### src/rtl/mem_block_mover.sv
// mem_block_mover: copies or fills a block of RAM words through a combinational-read, clocked-write port
module mem_block_mover #(
  parameter int ADDR_W = 15,
  parameter int DATA_W = 16
) (
  input  logic              clk,
  input  logic              reset_n,
  input  logic              start,
  input  logic              mode,
  input  logic [ADDR_W-1:0] src_addr,
  input  logic [ADDR_W-1:0] dst_addr,
  input  logic [ADDR_W-1:0] length,
  input  logic [DATA_W-1:0] fill_value,
  output logic              busy,
  output logic              done,
  output logic [ADDR_W-1:0] mem_address,
  output logic [DATA_W-1:0] mem_in,
  output logic              mem_load,
  input  logic [DATA_W-1:0] mem_out
);
  typedef enum logic [1:0] {IDLE, READ, WRITE, DONE} state_t;
  state_t state, state_nx;
  logic [ADDR_W-1:0] src_ptr, dst_ptr, cnt;
  logic [DATA_W-1:0] data_q, fill_q;
  logic mode_q;
  // state register
  always_ff @(posedge clk) begin
    if (!reset_n) state <= IDLE;
    else state <= state_nx;
  end
  // next state; fill stays in WRITE, copy alternates READ/WRITE
  always_comb begin
    state_nx = state;
    case (state)
      IDLE:    if (start) state_nx = (length == '0) ? DONE : (mode ? WRITE : READ);
      READ:    state_nx = WRITE;
      WRITE:   state_nx = (cnt == ADDR_W'(1)) ? DONE : (mode_q ? WRITE : READ);
      default: state_nx = IDLE;
    endcase
  end
  // RAM port and status outputs; load is gated by reset so the reset edge never writes
  always_comb begin
    busy        = state != IDLE;
    done        = state == DONE;
    mem_address = (state == READ) ? src_ptr : (state == WRITE) ? dst_ptr : '0;
    mem_in      = (state == WRITE) ? (mode_q ? fill_q : data_q) : '0;
    mem_load    = (state == WRITE) && reset_n;
  end
  // operand latches, read capture and pointer/count stepping
  always_ff @(posedge clk) begin
    if (!reset_n) begin
      src_ptr <= '0;
      dst_ptr <= '0;
      cnt     <= '0;
      data_q  <= '0;
      fill_q  <= '0;
      mode_q  <= 1'b0;
    end else begin
      case (state)
        IDLE: if (start) begin
          src_ptr <= src_addr;
          dst_ptr <= dst_addr;
          cnt     <= length;
          fill_q  <= fill_value;
          mode_q  <= mode;
        end
        READ: data_q <= mem_out;
        WRITE: begin
          dst_ptr <= dst_ptr + 1'b1;
          if (!mode_q) src_ptr <= src_ptr + 1'b1;
          cnt <= cnt - 1'b1;
        end
        default: ;
      endcase
    end
  end
endmodule
### config.mk
export PLATFORM = sky130hd
export DESIGN_NAME = mem_block_mover
export DESIGN_NICKNAME = d
export VERILOG_FILES = /design/src/rtl/mem_block_mover.sv
export SDC_FILE = /design/constraint.sdc
export NUM_CORES = 1
export LEC_CHECK = 0
export ABC_AREA = 1
export CORE_MARGIN = 2
export CORE_UTILIZATION = 50
export DETAILED_ROUTE_END_ITERATION = 7
export PLACE_DENSITY = 0.81
export SYNTH_ARGS = -nofsm -noshare
export SYNTH_HDL_FRONTEND = slang
export SYNTH_SLANG_ARGS = --single-unit
### constraint.sdc
create_clock -name clk -period 1.8 [get_ports clk]
set_input_delay 0.36 -clock clk [delete_from_list [all_inputs] [get_ports clk]]
set_output_delay 0.36 -clock clk [all_outputs]
set_load 0.03 [all_outputs]
==> run metrics <==
H-tree depth=3; mux contribution to synthesized area=0%; Post-synth EDFFs=0; later-pin clock latency in the skew report=360 ps; cell count after synthesis=748; CP Capture Type=output port; worst min path class=flop to flop; Leak=2.82 nW; commonest cells after routing, fill and taps aside=nand2_1 (185), nor2_1 (134), clkdlybuf4s50_1 (80), o21ai_0 (79), dfxtp_1 (77); WHS Path Cells=2; Max Transition Viols Final=0; die height=99.6 microns; Netlist cell types=33; Die ar.=0.00992 sq mm; Slew Limit Headroom=74.9%; Post-Syn Area=0.00457 sq mm; Cells after DPL=968; r2r startpoint=state[0]$_SDFFE_PN0P_; worst-case reg-to-reg path depth=9; vias in the first global route=5288; Max Clk Rate=0.512 GHz; Crit Path Max Fanout=10; core area=0.00881 sq mm; PnR worst setup slack=-155 ps; Detail Placement HPWL=10.7 mm; Starting Density=51.9%; vias per std cell=5.72; Startpoint Class=flop; total number of yosys warnings=0; leading cell type in the layout, fill and taps excluded=nand2_1; RSZ-0062 raised after global routing=yes; initial antenna violation count=0; # clock sinks=80; Max Cap Violations=0; largest family of logic cells by synthesized area=simple AND/OR/NAND/NOR gates; Power Total=5.45 mW; Setup Skew=16.0 ps; CTS root buffer=clkbuf_8; first-pass iteration count of the detailed router=6; Buffers on Ports=114; grt ovf=0; Die Width=99.6 microns; VDD IR max=0.480 mV; fin crit period=1950 ps; Final Util=76.3%; Worst Hold Launch=fill_q[13]$_SDFFE_PN0P_; DP Worst Slack=-116 ps; post-synthesis sequential area ratio=35.0%; compound-cell area share of the yosys netlist=18.4%; register clock-pin slew on the reported worst setup and hold paths=90 ps; Post-route DRC=0; pin count of the biggest net entering global routing=35; Nets=972; Routed Antenna Nets=0; Worst R2R Setup Slack=20 ps; deepest clock path buffer count=2; Post-Route Setup TNS=-2060 ps; top_reg_cell synth=dfxtp_1; CTS tree=done; DRT iter0 DRCs=514; #FFs+latches synth=80; num rows=34; n_diodes=0; arrival time at the worst endpoint=1590 ps; Post-Synth Adder-Cell Area=1.10%; period utilization=109%; RD Place Congestion=0.921; CTS buffer count=9; top-level port count=115; area grow syn2layout=47.0%; first-pass GRT wire length=24.2 mm; ys async rst share=0%; Hold-fix buffers, CTS=0; xor-xnor portion of the synthesized cell area=0.383%; Synthesized Nets=833; vias=5721; WL final=16.4 mm; GRT Overall Usage=30.1%; WL/cell=16.4 microns; violated checks=negative setup slack; Avg Cell Area, Syn=6.11 sq um; outcome=complete, but fails checks; Finished Layout Cells=1000; critical path type=flop to output port; CP required=1440 ps; Worst R2R End=src_ptr[8]$_SDFFE_PN0P_; Power Density=811 mW/mm^2; final number of setup-violating endpoints=22; end of the worst hold path=fill_q[13]$_SDFFE_PN0P_; Final Hold Vio Count=0; layout cells sized above 1=17.5%; actual slew at the worst max-slew pin=375 ps; simple-gate area share of the yosys netlist=35.9%
-- worst max-delay path by stage --
| stage | from | to | slack, ps | depth (start not counted) |
|---|---|---|---|---|
| after global routing | state[0]$_SDFFE_PN0P_ | mem_address[3] | -180 | 7 |
| after floorplan | state[0]$_SDFFE_PN0P_ | mem_address[10] | -90 | 5 |
| after global placement | mode_q$_SDFFE_PN0P_ | mem_in[0] | -30 | 4 |
| final | state[0]$_SDFFE_PN0P_ | mem_address[8] | -150 | 7 |
| after CTS | state[0]$_SDFFE_PN0P_ | mem_address[8] | -140 | 7 |
| after detailed placement | state[1]$_SDFFE_PN0P_ | mem_in[6] | -120 | 3 |
-- final cells by class --
| type | instances | area [sq um] |
|---|---|---|
| multi-input cells | 566 | 2820 |
| fillers | 631 | 2090 |
| repair buffers | 166 | 1680 |
| flip-flops and latches | 80 | 1610 |
| inverters | 64 | 253 |
| clock buffers | 10 | 138 |
| well taps | 108 | 135 |
| clock inverters | 6 | 90.1 |
-- worst max-delay path: stages, from the launching register on --
cell,delay (ps)
dfxtp_2,340
buf_6,120
inv_8,60
nand2_8,70
buf_8,140
buf_12,150
o22ai_2,180
buf_6,160
-- what timing repair did --
item / in CTS / in global routing
pin swaps: 1 / 5
setup buffers: 7 / 7
resized for setup: 101 / 52
hold endpoints to repair: 0 / 0
endpoints found under the setup margin: 35 / 45
gates cloned: 1 / 1
-- synthesized netlist by cell type, types with 7 or more instances --
library cell / n / area, sq um
nand2_1: 189 / 709
nor2_1: 139 / 522
o21ai_0: 83 / 415
dfxtp_1: 80 / 1600
inv_1: 61 / 229
a21oi_1: 49 / 245
nand3_1: 37 / 185
clkbuf_1: 18 / 67.6
nor3_1: 14 / 70.1
buf_2: 12 / 60.1
nand4_1: 12 / 75.1
o22ai_1: 12 / 75.1
or2_2: 7 / 43.8
-- metrics by stage --
stage	area [sq um]	hold slack, ps
floorplan	4590	453
global placement	5980	464
detailed placement	5980	476
CTS	6480	489
global route	6720	525
finish	6720	498
-- logic make-up (layout without fill, tap and decap cells) --
| logic type | count (synthesis) | after routing |
|---|---|---|
| AO/OA/AOI/OAI | 158 | 158 |
| flip-flops | 80 | 80 |
| adder cells (fa/ha/maj) | 4 | 4 |
| XOR/XNOR | 2 | 2 |
| AND/OR/NAND/NOR | 402 | 402 |
| buffers and inverters | 102 | 246 |
-- registers in the layout, indices dropped and copies added (netlist names) --
signal,count
cnt,15
data_q,16
dst_ptr,15
fill_q,16
mode_q,1
src_ptr,15
state,2
-- layer usage --
layer,track usage (%),vias up,share of wire [%]
met5,0,-,0
met4,15.0,0,4.4
met3,4.64,67,7.1
met2,51.4,325,49
met1,36.9,2623,39
li1,-,2706,-
-- report_power, final --
part / leakage [nW] / switching (mW) / internal (mW)
logic: 2.04 / 1.00 / 0.741
clock network: 0.113 / 0.725 / 0.825
registers: 0.662 / 0.184 / 1.98
Note: power is estimated with default switching activity, not from simulation.
